[src/rtl/pls_gen_pkg.sv]
// Shared watch package: FSM state encoding, clog2 helper and default pulse dividers.
package pls_gen_pkg;

  typedef enum logic [1:0] {
    ST_IDLE  = 2'd0,
    ST_RUN   = 2'd1,
    ST_BURST = 2'd2
  } state_t;

  // Default dividers assume a 50 MHz system clock.
  localparam int unsigned      DIV_SEC_DEF  = 50_000_000;
  localparam longint unsigned  DIV_MIN_DEF  = 64'd3_000_000_000;
  localparam longint unsigned  DIV_HOUR_DEF = 64'd180_000_000_000;

  function automatic int unsigned clog2(input int unsigned v);
    int unsigned r;
    int unsigned x;
    r = 0;
    x = v - 1;
    while (x > 0) begin
      r = r + 1;
      x = x >> 1;
    end
    return (r == 0) ? 1 : r;
  endfunction

endpackage

[src/rtl/pls_gen_if.sv]
// Control/status bundle between a pulse-train user and pls_gen.
interface pls_gen_if #(
  parameter int unsigned NW = 6
);
  logic          clr;
  logic          run;
  logic          burst_req;
  logic [NW-1:0] burst_n;
  logic          plso;
  logic          tick;
  logic          busy;
  logic          done;

  modport master (
    output clr, run, burst_req, burst_n,
    input  plso, tick, busy, done
  );

  modport slave (
    input  clr, run, burst_req, burst_n,
    output plso, tick, busy, done
  );
endinterface

[src/rtl/pls_phase_div.sv]
// Phase counter: one period of P cycles, H = P/2 high then low; P chosen by sel_burst.
module pls_phase_div
  import pls_gen_pkg::*;
#(
  parameter int unsigned DIV       = 10,
  parameter int unsigned BURST_DIV = 4
) (
  input  logic clk,
  input  logic rst,
  input  logic i_load,
  input  logic i_stop,
  input  logic i_active,
  input  logic i_sel_burst,
  output logic o_fall_c,
  output logic o_eop_c,
  output logic o_plso
);

  localparam int unsigned CW = clog2((DIV > BURST_DIV) ? DIV : BURST_DIV);

  logic [CW-1:0] r_cnt;
  logic [CW-1:0] w_fall_at;
  logic [CW-1:0] w_eop_at;

  assign w_fall_at = i_sel_burst ? CW'(BURST_DIV / 2 - 1) : CW'(DIV / 2 - 1);
  assign w_eop_at  = i_sel_burst ? CW'(BURST_DIV - 1)     : CW'(DIV - 1);
  assign o_fall_c  = i_active & (r_cnt == w_fall_at);
  assign o_eop_c   = i_active & (r_cnt == w_eop_at);

  // stop beats load; the owner always issues one of them at end of period
  always_ff @(posedge clk or posedge rst) begin
    if (rst) begin
      r_cnt  <= '0;
      o_plso <= 1'b0;
    end else if (i_stop) begin
      r_cnt  <= '0;
      o_plso <= 1'b0;
    end else if (i_load) begin
      r_cnt  <= '0;
      o_plso <= 1'b1;
    end else if (i_active) begin
      if (o_fall_c) o_plso <= 1'b0;
      r_cnt <= o_eop_c ? '0 : r_cnt + CW'(1);
    end
  end

endmodule

[src/rtl/pls_gen.sv]
// Pulse-train source: free-running RUN periods or counted fast BURST pulses, clr aborts.
module pls_gen
  import pls_gen_pkg::*;
#(
  parameter int unsigned DIV       = DIV_SEC_DEF,
  parameter int unsigned BURST_DIV = 16,
  parameter int unsigned NW        = 6
) (
  input  logic      clk,
  input  logic      rst,
  pls_gen_if.slave  bus
);

  state_t        r_state;
  state_t        w_nxt;
  logic          r_clr_d;
  logic          r_pend;
  logic [NW-1:0] r_n;
  logic [NW-1:0] r_rem;
  logic          r_tick;
  logic          r_busy;
  logic          r_done;
  logic          w_clr_edge;
  logic          w_req_ok;
  logic          w_load;
  logic          w_stop;
  logic          w_fall_c;
  logic          w_eop_c;
  logic          w_plso;

  assign w_clr_edge = bus.clr & ~r_clr_d;
  assign w_req_ok   = bus.burst_req & (bus.burst_n != '0);

  pls_phase_div #(
    .DIV       (DIV),
    .BURST_DIV (BURST_DIV)
  ) u_phase (
    .clk         (clk),
    .rst         (rst),
    .i_load      (w_load),
    .i_stop      (w_stop),
    .i_active    (r_state != ST_IDLE),
    .i_sel_burst (r_state == ST_BURST),
    .o_fall_c    (w_fall_c),
    .o_eop_c     (w_eop_c),
    .o_plso      (w_plso)
  );

  // Transition decision; a period is only ever ended at its EOP unless clr aborts it.
  always_comb begin
    w_nxt  = r_state;
    w_load = 1'b0;
    w_stop = 1'b0;
    if (w_clr_edge) begin
      w_nxt  = ST_IDLE;
      w_stop = 1'b1;
    end else begin
      case (r_state)
        ST_IDLE: begin
          if (r_pend || w_req_ok) begin
            w_nxt  = ST_BURST;
            w_load = 1'b1;
          end else if (bus.run) begin
            w_nxt  = ST_RUN;
            w_load = 1'b1;
          end
        end
        ST_RUN: begin
          if (w_eop_c) begin
            if (r_pend) begin
              w_nxt  = ST_BURST;
              w_load = 1'b1;
            end else if (bus.run) begin
              w_load = 1'b1;
            end else begin
              w_nxt  = ST_IDLE;
              w_stop = 1'b1;
            end
          end
        end
        ST_BURST: begin
          if (w_eop_c) begin
            if (r_rem != NW'(1)) begin
              w_load = 1'b1;
            end else if (bus.run) begin
              w_nxt  = ST_RUN;
              w_load = 1'b1;
            end else begin
              w_nxt  = ST_IDLE;
              w_stop = 1'b1;
            end
          end
        end
        default: begin
          w_nxt  = ST_IDLE;
          w_stop = 1'b1;
        end
      endcase
    end
  end

  always_ff @(posedge clk or posedge rst) begin
    if (rst) begin
      r_state <= ST_IDLE;
      r_clr_d <= 1'b0;
      r_pend  <= 1'b0;
      r_n     <= '0;
      r_rem   <= '0;
      r_tick  <= 1'b0;
      r_busy  <= 1'b0;
      r_done  <= 1'b0;
    end else begin
      r_clr_d <= bus.clr;
      r_state <= w_nxt;
      r_busy  <= (w_nxt == ST_BURST);
      r_tick  <= w_fall_c & ~w_clr_edge;
      r_done  <= 1'b0;
      if (w_clr_edge) begin
        r_pend <= 1'b0;
      end else begin
        case (r_state)
          ST_IDLE: begin
            if (r_pend)                r_rem  <= r_n;
            else if (w_req_ok)         r_rem  <= bus.burst_n;
            else if (bus.burst_req)    r_done <= 1'b1;
          end
          ST_RUN: begin
            if (w_eop_c && r_pend) begin
              r_rem <= r_n;
            end else if (bus.burst_req && !r_pend) begin
              if (w_req_ok) begin
                r_pend <= 1'b1;
                r_n    <= bus.burst_n;
              end else begin
                r_done <= 1'b1;
              end
            end
          end
          ST_BURST: begin
            if (w_eop_c) begin
              if (r_rem == NW'(1)) begin
                r_done <= 1'b1;
                r_pend <= 1'b0;
              end else begin
                r_rem <= r_rem - NW'(1);
              end
            end
          end
          default: r_pend <= 1'b0;
        endcase
      end
    end
  end

  assign bus.plso = w_plso;
  assign bus.tick = r_tick;
  assign bus.busy = r_busy;
  assign bus.done = r_done;

endmodule

[src/flat_wrapper.sv]
// flat-port wrapper written by rule: the top's interface ports become plain ports
module pls_gen_flat import pls_gen_pkg::*;
#(
  parameter int unsigned DIV       = DIV_SEC_DEF,
  parameter int unsigned BURST_DIV = 16,
  parameter int unsigned NW        = 6
)
  (clk, rst, bus_clr, bus_run, bus_burst_req, bus_burst_n, bus_plso, bus_tick, bus_busy, bus_done);
  pls_gen_if #(.NW(NW)) bus_i ();
  input  logic clk;
  input  logic rst;
  input wire logic [$bits(bus_i.clr)-1:0] bus_clr;
  input wire logic [$bits(bus_i.run)-1:0] bus_run;
  input wire logic [$bits(bus_i.burst_req)-1:0] bus_burst_req;
  input wire logic [$bits(bus_i.burst_n)-1:0] bus_burst_n;
  output wire logic [$bits(bus_i.plso)-1:0] bus_plso;
  output wire logic [$bits(bus_i.tick)-1:0] bus_tick;
  output wire logic [$bits(bus_i.busy)-1:0] bus_busy;
  output wire logic [$bits(bus_i.done)-1:0] bus_done;
  assign bus_i.clr = bus_clr;
  assign bus_i.run = bus_run;
  assign bus_i.burst_req = bus_burst_req;
  assign bus_i.burst_n = bus_burst_n;
  assign bus_plso = bus_i.plso;
  assign bus_tick = bus_i.tick;
  assign bus_busy = bus_i.busy;
  assign bus_done = bus_i.done;
  pls_gen #(.DIV(DIV), .BURST_DIV(BURST_DIV), .NW(NW)) u_core (.clk(clk), .rst(rst), .bus(bus_i));
endmodule
[config.mk]
export PLATFORM = sky130hd
export DESIGN_NAME = pls_gen_flat
export DESIGN_NICKNAME = d
export VERILOG_FILES = /design/src/rtl/pls_gen_pkg.sv /design/src/rtl/pls_gen_if.sv /design/src/rtl/pls_phase_div.sv /design/src/rtl/pls_gen.sv /design/src/flat_wrapper.sv
export SDC_FILE = /design/constraint.sdc
export NUM_CORES = 1
export LEC_CHECK = 0
export ABC_AREA = 1
export CAP_MARGIN = 20
export CORE_MARGIN = 2
export CORE_UTILIZATION = 25
export DETAILED_ROUTE_END_ITERATION = 10
export GPL_TIMING_DRIVEN = 1
export PLACE_DENSITY = 0.38
export SYNTH_ARGS = -nofsm -noshare
export SYNTH_HDL_FRONTEND = slang
export SYNTH_SLANG_ARGS = --single-unit
[constraint.sdc]
create_clock -name clk -period 4.7 [get_ports clk]
set_input_delay 0.94 -clock clk [delete_from_list [all_inputs] [get_ports clk]]
set_output_delay 0.94 -clock clk [all_outputs]
set_load 0.01 [all_outputs]
==> results.sh <==
export IMPL_vias=3484
export IMPL_crit_chain="inv_1, ha_1, inv_1, nand2_1, nand2_1, nor2_1, nand3_1, nor2_4, nand3_1, nand2_1, nand2_4, nand2_2, o21ai_1"
export IMPL_cts_resized_gates=0
export IMPL_drt_iter0_drc=161
export IMPL_antenna_left=0
export IMPL_yosysWarningCount=0
export IMPL_dieArea_um2=15600
export IMPL_synth_edf_count=0
export IMPL_core_area_um2=14400
export IMPL_die_height_um=125
export IMPL_post_route_min_period_ns=3.23
export IMPL_post_cts_buffers=0
export IMPL_final_max_slew_viol_count=0
export IMPL_finalSetupViolCount=0
export IMPL_syn_inst=551
export IMPL_ys_types=38
export IMPL_first_pass_iters=5
export IMPL_synthTopCellsByArea="dfrtp_1 (31%), nand2_1 (14%), nand3_1 (6.6%)"
export IMPL_rows=44
export IMPL_insertion_delay_ns=0.29
export IMPL_grt_max_degree=47
export IMPL_ios=15
export IMPL_vias_per_cell=4.72
export IMPL_yosysTopAreaCell="dfrtp_1"
export IMPL_end_kind="register"
export IMPL_fillCellCount=1649
export IMPL_fin_area_um2=4080
export IMPL_clk_pin_slew_worst_paths_ns=0.07
export IMPL_powerDensity_nw_per_um2=438
export IMPL_critPathMaxFanout=45
export IMPL_criticalPathCategory="reg2reg"
export IMPL_clock_fmax_ghz=0.309
export IMPL_grt_pass1_vias=3393
export IMPL_slew_headroom_pct=51.6
export IMPL_tritoncts="yes"
export IMPL_grt_usage_pct=14.1
export IMPL_setup_ws_ns=1.47
export IMPL_peakVddDrop_mv=0.192
export IMPL_syn_num_nets=570
export IMPL_hpwl_mm=8.11
export IMPL_antenna_cells=0
export IMPL_cts_root_buf="clkbuf_16"
export IMPL_worst_path_max_delay_cell="ha_1"
export IMPL_cts_buffer_depth=2
export IMPL_cts_hold_buf=0
export IMPL_tightest_slew_ns=0.726
export IMPL_slowest_delay_ns=0.63
export IMPL_leakage_nw=1.93
export IMPL_hold_path_class="reg2reg"
export IMPL_ys_seq_area_share_pct=31.4
export IMPL_detailedPlace_worstSlack_ns=1.45
export IMPL_cpMostUsedCell="nand2_1"
export IMPL_critical_path_arrival_ns=3.41
export IMPL_period_share_pct=68.8
export IMPL_gr_total_overflow=0
export IMPL_gp_congestion=0.810
export IMPL_avgSynthCellArea_um2=6.65
export IMPL_synthesis_area_um2=3660
export IMPL_skew_ns=0.00511
export IMPL_routed_wl_mm=10.8
export IMPL_remaining_drc_errors=0
export IMPL_die_w_um=125
export IMPL_drive_gt1_share_pct=9.21
export IMPL_run_status="completed"
export IMPL_final_common_cell="nand2_1"
export IMPL_total_power_mw=1.79
export IMPL_cp_required_ns=4.87
export IMPL_syn2layout_area_growth_pct=11.3
export IMPL_wl_per_cell_um=14.7
export IMPL_start_util_pct=25.4
export IMPL_finalHoldViolCount=0
export IMPL_ys_ff_latch=46
export IMPL_max_cap_viol_count=0
export IMPL_synthFlopType="dfrtp_1"
export IMPL_startpoint_type="register"
export IMPL_cts_made_buffers=5
export IMPL_htreeDepth=2
export IMPL_synth_async_reset_ratio_pct=100
export IMPL_clock_sinks=46
export IMPL_rsz0062_at_grt="no"
export IMPL_layout_common_cells="nand2_1 (135), inv_1 (62), nor2_1 (60)"
export IMPL_numPortBuffers=14
export IMPL_synth_top_area_share_pct=31.4
export IMPL_fin_setup_tns_ns=0
export IMPL_placed_area_um2=3910
export IMPL_antenna_found_initial=0
export IMPL_grt_pass1_wl_mm=18.0
export IMPL_final_nets=572
cell usage after synthesis (6+ instances only):
cell type    n
a21oi_1     16
buf_2        6
buf_6        6
dfrtp_1     46
ha_1         8
inv_1       63
inv_2        8
nand2_1    135
nand3_1     48
nand4_1     35
nor2_1      61
nor3_1      12
o21ai_0     30
o21ai_1     12
or2_2        7
xor2_1       8
cell type report:
class                      count  area, um2  share of cell area (%)
multi-input combinational    412       2110                    51.7
sequential                    46       1150                    28.2
inverter                      71        267                    6.54
tap                          184        230                    5.65
timing repair buffer          17        175                    4.30
clock buffer                   7        143                    3.50
clock inverter                 1       5.00                   0.123
worst max-delay path, delay by kind of cell, from the launching register on:
| kind | cells | cell delay, ns |
|---|---|---|
| compound gates | 1 | 0.09 |
| simple gates | 9 | 1.43 |
| fa+ha+maj | 1 | 0.63 |
| flops | 1 | 0.44 |
| buf+inv | 2 | 0.50 |
report_power, final:
| group | switching [mW] | internal [mW] | total, mW |
|---|---|---|---|
| logic | 0.589 | 0.273 | 0.862 |
| registers | 0.0823 | 0.468 | 0.551 |
| clock network | 0.163 | 0.212 | 0.375 |
| total | 0.834 | 0.953 | 1.79 |
state kept, by name, summed over array words and instances (netlist names):
register / flops
u_core.bus.busy: 1
u_core.bus.done: 1
u_core.bus.tick: 1
u_core.r_clr_d: 1
u_core.r_n: 6
u_core.r_pend: 1
u_core.r_rem: 6
u_core.r_state: 2
u_core.u_phase.o_plso: 1
u_core.u_phase.r_cnt: 26
path summary, 6_finish.rpt:
check                      depth (start not counted)                  endpoint  slack [ns]         startpoint
hold / removal                                     2             u_core.r_n[1]        0.52      u_core.r_n[1]
hold reg to reg                                    2             u_core.r_n[1]        0.52      u_core.r_n[1]
min in group asynchronous                          2  u_core.u_phase.r_cnt[23]        1.00                rst
setup reg to reg                                  13   u_core.u_phase.r_cnt[4]        1.47  u_core.r_state[0]
max in group asynchronous                          3   u_core.u_phase.r_cnt[6]        3.17                rst
setup / recovery                                  13   u_core.u_phase.r_cnt[4]        1.47  u_core.r_state[0]
logic make-up after synthesis:
logic type	synth area share [%]
AND/OR/NAND/NOR	41.2
adder cells (fa/ha/maj)	2.73
buffers and inverters	11.1
XOR/XNOR	2.39
flip-flops	31.4
multiplexers	0.307
AO/OA/AOI/OAI	10.9
metal layers:
metal / wire length (um) / GRT usage (%) / vias to the layer above
li1: - / - / 1806
met1: 5210 / 19.1 / 1618
met2: 5190 / 23.7 / 52
met3: 348 / 2.14 / 8
met4: 96 / 3.40 / 0
met5: 0 / 0 / -
metrics by stage:
| step | hold WS (ns) | util (%) | instances |
|---|---|---|---|
| after detailed placement | 0.504 | 27.1 | 729 |
| final | 0.520 | 28.3 | 738 |
| after global routing | 0.552 | 28.3 | 738 |
| after CTS | 0.522 | 28.1 | 737 |
| after floorplan | 0.474 | - | 551 |
| after global placement | 0.501 | 27.1 | 729 |
(Power assumes the default switching activity.)
